## src/rtl/instr_sequencer_pkg.sv

```systemverilog
// rtl/instr_sequencer_pkg.sv - shared states and opcode constants for the instruction sequencer
package instr_sequencer_pkg;

    typedef enum logic [2:0] {
        S_IDLE  = 3'd0,
        S_FETCH = 3'd1,
        S_ISSUE = 3'd2,
        S_WAIT  = 3'd3,
        S_PAUSE = 3'd4,
        S_HALT  = 3'd5,
        S_FAULT = 3'd6
    } state_e;

    localparam logic [3:0] OP_HALT  = 4'd0;
    localparam logic [3:0] OP_PRINT = 4'd15;

    // Opcode occupies the top OPC_W bits of the instruction word.
    localparam int OPC_W = 4;

endpackage

```

## src/rtl/instr_sequencer_if.sv

```systemverilog
// rtl/instr_sequencer_if.sv - load bus and core handshake bundle for the sequencer
interface instr_sequencer_if #(
    parameter int AW = 4,
    parameter int IW = 16
);

    logic          LoadEn;
    logic [AW-1:0] LoadAddr;
    logic [IW-1:0] LoadData;
    logic          Start;
    logic          StepMode;
    logic          Step;
    logic          Done;
    logic [IW-1:0] Instr;
    logic          Run;
    logic [AW-1:0] Pc;
    logic          Busy;
    logic          Halted;
    logic          Fault;

    modport master (
        input  LoadEn, LoadAddr, LoadData, Start, StepMode, Step, Done,
        output Instr, Run, Pc, Busy, Halted, Fault
    );

    modport slave (
        output LoadEn, LoadAddr, LoadData, Start, StepMode, Step, Done,
        input  Instr, Run, Pc, Busy, Halted, Fault
    );

endinterface

```

## src/rtl/instr_sequencer_prog_mem.sv

```systemverilog
// rtl/instr_sequencer_prog_mem.sv - program store, synchronous write, asynchronous read, cleared on reset
module instr_sequencer_prog_mem #(
    parameter int AW = 4,
    parameter int IW = 16
) (
    input  logic          Clock,
    input  logic          Reset,
    input  logic          we,
    input  logic [AW-1:0] waddr,
    input  logic [IW-1:0] wdata,
    input  logic [AW-1:0] raddr,
    output logic [IW-1:0] rdata
);

    localparam int DEPTH = 2 ** AW;

    logic [IW-1:0] mem_q [DEPTH];
    logic [IW-1:0] mem_d [DEPTH];

    always_comb begin
        mem_d = mem_q;
        if (we) begin
            mem_d[waddr] = wdata;
        end
    end

    always_ff @(posedge Clock or negedge Reset) begin
        if (!Reset) begin
            for (int i = 0; i < DEPTH; i++) begin
                mem_q[i] <= '0;
            end
        end else begin
            mem_q <= mem_d;
        end
    end

    assign rdata = mem_q[raddr];

endmodule

```

## src/rtl/instr_sequencer.sv

```systemverilog
// rtl/instr_sequencer.sv - steps a program counter through program memory, issuing one instruction per core Done
module instr_sequencer
    import instr_sequencer_pkg::*;
#(
    parameter int AW      = 4,
    parameter int IW      = 16,
    parameter int TIMEOUT = 15
) (
    input  logic               Clock,
    input  logic               Reset,
    instr_sequencer_if.master  bus
);

    localparam logic [7:0]    TIMEOUT_C = 8'(TIMEOUT);
    localparam logic [AW-1:0] PC_LAST   = '1;

    state_e        state_q, state_d;
    logic [AW-1:0] pc_q, pc_d;
    logic [IW-1:0] instr_q, instr_d;
    logic [7:0]    cnt_q, cnt_d;
    logic          done_prev_q, done_prev_d;
    logic          step_prev_q, step_prev_d;

    logic          mem_we;
    logic [IW-1:0] mem_rdata;
    logic          done_edge;
    logic          step_edge;
    logic [7:0]    cnt_inc;

    instr_sequencer_prog_mem #(
        .AW (AW),
        .IW (IW)
    ) u_mem (
        .Clock (Clock),
        .Reset (Reset),
        .we    (mem_we),
        .waddr (bus.LoadAddr),
        .wdata (bus.LoadData),
        .raddr (pc_q),
        .rdata (mem_rdata)
    );

    // Loading is only allowed while nothing is executing.
    assign mem_we = bus.LoadEn &&
                    (state_q == S_IDLE || state_q == S_HALT || state_q == S_FAULT);

    assign done_edge = bus.Done && !done_prev_q;
    assign step_edge = bus.Step && !step_prev_q;
    assign cnt_inc   = cnt_q + 8'd1;

    always_comb begin
        state_d     = state_q;
        pc_d        = pc_q;
        instr_d     = instr_q;
        cnt_d       = cnt_q;
        done_prev_d = bus.Done;
        step_prev_d = bus.Step;

        unique case (state_q)
            S_IDLE, S_HALT, S_FAULT: begin
                if (bus.Start) begin
                    pc_d    = '0;
                    state_d = S_FETCH;
                end
            end
            S_FETCH: begin
                instr_d = mem_rdata;
                // Opcode 0 never completes in the core, so it ends the program without a Run.
                if (mem_rdata[IW-1 -: OPC_W] == OP_HALT) begin
                    state_d = S_HALT;
                end else begin
                    state_d = S_ISSUE;
                end
            end
            S_ISSUE: begin
                cnt_d   = '0;
                state_d = S_WAIT;
            end
            S_WAIT: begin
                if (done_edge) begin
                    if (pc_q == PC_LAST) begin
                        state_d = S_HALT;
                    end else begin
                        pc_d    = pc_q + 1'b1;
                        state_d = bus.StepMode ? S_PAUSE : S_FETCH;
                    end
                end else if (cnt_inc == TIMEOUT_C) begin
                    state_d = S_FAULT;
                end else begin
                    cnt_d = cnt_inc;
                end
            end
            S_PAUSE: begin
                if (step_edge || !bus.StepMode) begin
                    state_d = S_FETCH;
                end
            end
            default: begin
                state_d = S_IDLE;
            end
        endcase
    end

    always_ff @(posedge Clock or negedge Reset) begin
        if (!Reset) begin
            state_q     <= S_IDLE;
            pc_q        <= '0;
            instr_q     <= '0;
            cnt_q       <= '0;
            done_prev_q <= 1'b0;
            step_prev_q <= 1'b0;
        end else begin
            state_q     <= state_d;
            pc_q        <= pc_d;
            instr_q     <= instr_d;
            cnt_q       <= cnt_d;
            done_prev_q <= done_prev_d;
            step_prev_q <= step_prev_d;
        end
    end

    assign bus.Instr  = instr_q;
    assign bus.Run    = (state_q == S_ISSUE);
    assign bus.Pc     = pc_q;
    assign bus.Busy   = (state_q == S_FETCH) || (state_q == S_ISSUE) ||
                        (state_q == S_WAIT)  || (state_q == S_PAUSE);
    assign bus.Halted = (state_q == S_HALT);
    assign bus.Fault  = (state_q == S_FAULT);

endmodule

```

## src/flat_wrapper.sv

```systemverilog
// flat-port wrapper written by rule: the top's interface ports become plain ports
module instr_sequencer_flat import instr_sequencer_pkg::*;
#(
    parameter int AW      = 4,
    parameter int IW      = 16,
    parameter int TIMEOUT = 15
)
  (Clock, Reset, bus_LoadEn, bus_LoadAddr, bus_LoadData, bus_Start, bus_StepMode, bus_Step, bus_Done, bus_Instr, bus_Run, bus_Pc, bus_Busy, bus_Halted, bus_Fault);
  instr_sequencer_if #(.AW(AW), .IW(IW)) bus_i ();
  input  logic Clock;
  input  logic Reset;
  input wire logic [$bits(bus_i.LoadEn)-1:0] bus_LoadEn;
  input wire logic [$bits(bus_i.LoadAddr)-1:0] bus_LoadAddr;
  input wire logic [$bits(bus_i.LoadData)-1:0] bus_LoadData;
  input wire logic [$bits(bus_i.Start)-1:0] bus_Start;
  input wire logic [$bits(bus_i.StepMode)-1:0] bus_StepMode;
  input wire logic [$bits(bus_i.Step)-1:0] bus_Step;
  input wire logic [$bits(bus_i.Done)-1:0] bus_Done;
  output wire logic [$bits(bus_i.Instr)-1:0] bus_Instr;
  output wire logic [$bits(bus_i.Run)-1:0] bus_Run;
  output wire logic [$bits(bus_i.Pc)-1:0] bus_Pc;
  output wire logic [$bits(bus_i.Busy)-1:0] bus_Busy;
  output wire logic [$bits(bus_i.Halted)-1:0] bus_Halted;
  output wire logic [$bits(bus_i.Fault)-1:0] bus_Fault;
  assign bus_i.LoadEn = bus_LoadEn;
  assign bus_i.LoadAddr = bus_LoadAddr;
  assign bus_i.LoadData = bus_LoadData;
  assign bus_i.Start = bus_Start;
  assign bus_i.StepMode = bus_StepMode;
  assign bus_i.Step = bus_Step;
  assign bus_i.Done = bus_Done;
  assign bus_Instr = bus_i.Instr;
  assign bus_Run = bus_i.Run;
  assign bus_Pc = bus_i.Pc;
  assign bus_Busy = bus_i.Busy;
  assign bus_Halted = bus_i.Halted;
  assign bus_Fault = bus_i.Fault;
  instr_sequencer #(.AW(AW), .IW(IW), .TIMEOUT(TIMEOUT)) u_core (.Clock(Clock), .Reset(Reset), .bus(bus_i));
endmodule
```

## config.mk

```make
export PLATFORM = sky130hd
export DESIGN_NAME = instr_sequencer_flat
export DESIGN_NICKNAME = d
export VERILOG_FILES = /design/src/rtl/instr_sequencer_pkg.sv /design/src/rtl/instr_sequencer_if.sv /design/src/rtl/instr_sequencer_prog_mem.sv /design/src/rtl/instr_sequencer.sv /design/src/flat_wrapper.sv
export SDC_FILE = /design/constraint.sdc
export NUM_CORES = 1
export LEC_CHECK = 0
export ABC_AREA = 0
export ABC_CLOCK_PERIOD_IN_PS = 2900
export BUFFER_PORTS_ARGS = -buffer_cell sky130_fd_sc_hd__buf_2
export CORE_ASPECT_RATIO = 1.5
export CORE_MARGIN = 2
export CORE_UTILIZATION = 55
export DETAILED_ROUTE_END_ITERATION = 6
export GPL_TIMING_DRIVEN = 0
export PLACE_DENSITY_LB_ADDON = 0.1
export SLEW_MARGIN = 20
export SYNTH_ARGS = -nofsm -noshare
export SYNTH_HDL_FRONTEND = slang
export SYNTH_SLANG_ARGS = --single-unit
export TNS_END_PERCENT = 20
```

## constraint.sdc

```tcl
create_clock -name Clock -period 2.9 [get_ports Clock]
set_input_delay 0.58 -clock Clock [delete_from_list [all_inputs] [get_ports Clock]]
set_output_delay 0.58 -clock Clock [all_outputs]
set_load 0.05 [all_outputs]
```

==> results.md <==
| Result | Reported | Unit |
|---|---|---|
| Total global routing track utilization | 27.4 | % |
| Power density relative to cell area | 996 | nW/um^2 |
| Clock transition at path regs | 0.06 | ns |
| Overall die height | 194 | um |
| Worst setup SP type | flip-flop | - |
| Final GP Congestion | 0.846 | - |
| Layout cells sized above 1 | 52.1 | % |
| Number of buffers inserted during clock tree synthesis | 28 | - |
| HP Class | in -> reg | - |
| Final hold violations | 0 | - |
| Top-area cell type share of the netlist area | 54.5 | % |
| Count of maximum capacitance violations | 0 | - |
| Setup repair after global routing missed its margin | yes | - |
| Total of flip-flops plus latches after synthesis | 289 | - |
| Cell types with the largest area share after synthesis | dfrtp_1 55%, mux2_2 22%, mux4_2 13% | - |
| I/O pin cnt | 51 | - |
| Worst vdd ir | 562 | uV |
| Portion of total power attributed to sequential cells | 42.9 | % |
| Mean instance size in the synthesized netlist | 15.7 | sq um |
| Rel. slew slack | 20.9 | % |
| Die width | 131 | um |
| Area of all placed cells without fillers | 15100 | sq um |
| Count of vias placed by the detailed router | 7828 | - |
| Post-route setup slack | -0.0451 | ns |
| Power spent charging and discharging nets | 4.51 | mW |
| Share of the cycle needed by the critical path after routing | 102 | % |
| Leakage | 6.80 | nW |
| Yosys warnings | 0 | - |
| Syn-to-layout area delta | 13.6 | % |
| Overall power of the completed layout | 15.0 | mW |
| Final Setup Violations | 32 | - |
| Outcome | complete, but fails checks | - |
| Setup skew after layout | 0.00873 | ns |
| Number of iterations in the first detailed-routing pass | 5 | - |
| Number of global-route vias before repair | 8769 | - |
| Kind of capture point of the worst setup path | flip-flop | - |
| Highest routed metal layer | met4 | - |
| Least-Margin Pin Slew | 1.19 | ns |
| Achievable clock frequency | 340 | MHz |
| Share of power burned in combinational logic | 31.0 | % |
| Number of distinct library cells after synthesis | 50 | - |
| Fraction of registers with async set or reset after synthesis | 100 | % |
| Total grt overflow | 0 | - |
| Clock group share of total power | 26.1 | % |
| Final antenna diode count | 0 | - |
| Core occupancy in the finished layout | 63.7 | % |
| Core Footprint | 23700 | sq um |
| Fraction of power spent switching nets | 30.1 | % |
| Wire length on met1 | 12.9 | mm |
| Number of cell rows | 69 | - |
| Number of antenna violations at the first check in global routing | 0 | - |
| Post-detail-place hpwl | 21.8 | mm |
| Number of nets in the final layout | 961 | - |
| Remaining number of nets flagged by the antenna check after routing | 0 | - |
| Clock latency on the worst-skew pair | 0.54 | ns |
| Routed wire length | 33.1 | mm |
| Number of enable flip-flop cells after synthesis | 0 | - |
| Routed length on met3 | 1.59 | mm |
| Share of synthesized area occupied by flip-flops and latches | 54.5 | % |
| Critical path fanouts, max | 10 | - |
| Arrival time of data at the critical path endpoint | 3.36 | ns |
| Clock tree from TritonCTS | built | - |
| Ranking of synthesized cells by instance count | 289 x dfrtp_1, 260 x mux2_2, 76 x mux4_2 | - |
| First-pass GRT wire length | 51.6 | mm |
| Most area-hungry cell type in the Yosys netlist | dfrtp_1 | - |
| Most frequent cell after synthesis | dfrtp_1 | - |
| Required time of the worst setup path | 3.32 | ns |
| Root buffer cell | clkbuf_16 | - |
| Number of pins with negative max-slew slack in the final report | 0 | - |
| Iter 0 DRT Violations | 591 | - |
| Max clock buf depth | 3 | - |
| H-Tree Depth | 1 | - |
| Maximum number of pins on one net before global-route repair | 107 | - |
| Number of buffer cells added on primary ports | 48 | - |
| Routed WL per cell | 26.1 | um |
| Total met2 wirelength after detailed routing | 17.3 | mm |
| Filler Cell Count | 1770 | - |
| Number of cells produced by synthesis | 845 | - |
| Sink Count | 289 | - |
| Failing checks | negative setup slack | - |
| Internal cell power | 10.5 | mW |
| Start-to-end type of the worst setup path | reg -> reg | - |
| Post-layout min period | 2.95 | ns |
| DRC violations left | 0 | - |
| Total die area | 25400 | sq um |
| Initial core utilization | 56.1 | % |
| Primary FF master, synth | dfrtp_1 | - |
| Nets in the synthesized netlist | 875 | - |
| Post-detailed-route via-to-cell ratio | 6.17 | - |
| Placement-stage cell area | 14000 | sq um |
| Netlist area before placement | 13300 | sq um |
==> power groups by stage <==
stage                     clock, mW  sequential [mW]  combinational (mW)
after detailed placement          0             6.50                4.66
after global routing           4.18             6.61                4.99
after global placement            0             6.31                4.42
after CTS                      3.98             6.43                4.69
final                          3.92             6.44                4.65
after floorplan                   0             6.47                3.31
==> critical path: stages (launching register included) <==
cell,delay [ns]
dfrtp_1,0.37
buf_4,0.18
nor2b_1,0.19
o31ai_4,0.36
nand4b_1,0.37
nor2_2,0.61
buf_4,0.37
mux2_2,0.37
==> layout by cell type (no fill, tap or decap), types with 3 or more instances in the layout <==
master,n
dfrtp_1,289
mux2_2,260
mux4_2,76
buf_2,59
clkbuf_1,33
clkbuf_16,29
nand2_1,24
buf_4,16
nor2_1,14
nand3_1,14
o21ai_0,12
mux2_4,10
clkbuf_8,9
nor2_2,8
nand2b_1,7
a21oi_1,7
inv_1,5
nor2b_1,4
nor3_1,4
a22oi_1,4
nor3_4,4
bufinv_16,4
clkbuf_2,3
nand4_1,3
mux2i_1,3
xor2_1,3
mux2_1,3
ha_1,3
buf_16,3
==> path summary, 6_finish.rpt <==
path | start | cells past startpoint | endpoint | slack [ns]
max in group asynchronous | Reset | 4 | u_core.u_mem.mem_q[83]$_DFFE_PN0P_ | 1.12
setup / recovery | u_core.state_q[2]$_DFFE_PN0P_ | 7 | u_core.u_mem.mem_q[88]$_DFFE_PN0P_ | -0.05
hold reg to reg | u_core.u_mem.mem_q[201]$_DFFE_PN0P_ | 1 | u_core.u_mem.mem_q[201]$_DFFE_PN0P_ | 0.49
setup reg to reg | u_core.state_q[2]$_DFFE_PN0P_ | 7 | u_core.u_mem.mem_q[88]$_DFFE_PN0P_ | -0.05
hold / removal | bus_Step | 1 | u_core.step_prev_q$_DFF_PN0_ | 0.18
min in group asynchronous | Reset | 2 | u_core.u_mem.mem_q[232]$_DFFE_PN0P_ | 0.51
==> flip-flops by register name, indices dropped and copies added, names as in the netlist <==
name	cells
u_core.bus.Instr	16
u_core.state_q	3
u_core.cnt_q	8
u_core.step_prev_q	1
u_core.done_prev_q	1
u_core.u_mem.mem_q	256
u_core.bus.Pc	4
==> layout make-up <==
class | instances | area [sq um] | area share (%)
flip-flops and latches | 289 | 7230 | 48.0
inverters | 6 | 22.5 | 0.149
plain buffers | 61 | 339 | 2.25
well taps | 319 | 399 | 2.65
clock buffers | 43 | 868 | 5.76
multi-input cells | 489 | 5700 | 37.8
clock inverters | 6 | 134 | 0.888
repair buffers | 56 | 373 | 2.47
==> per-layer routing <==
metal  GRT usage [%]  vias up
li1                -     3322
met4            10.2        0
met1            36.2     4200
met2            45.6      227
met5               0        -
met3            4.33       79
==> kinds of logic (layout without fill, tap and decap cells) <==
group           after synthesis  after routing  share of synthesized area (%)
mux                         352            352                           36.6
buf+inv                      67            172                           2.56
simple gates                 95             95                           4.00
compound gates               35             35                           1.76
flops                       289            289                           54.5
xor+xnor                      4              4                          0.264
fa+ha+maj                     3              3                          0.283
==> what timing repair did <==
item / 4_1_cts / 5_1_grt
cloned: 0 / 0
hold buffers: 1 / 0
setup buffers: 0 / 4
gates resized for setup: 4 / 7
setup endpoints to repair: 16 / 126
hold endpoints to repair: 35 / 0
==> per-stage QoR <==
step / setup slack [ns] / TNS, ns / instances / hold WS [ns]
after floorplan: 0.229 / 0 / 845 / 0.284
after global routing: -0.139 / -6.22 / 1269 / 0.157
after detailed placement: -0.0978 / -1.00 / 1215 / 0.473
final: -0.0451 / -0.825 / 1269 / 0.175
after global placement: -3.56 / -1018.71 / 1212 / 0.463
after CTS: 0.0164 / 0 / 1265 / 0.156
(Power assumes the default switching activity.)
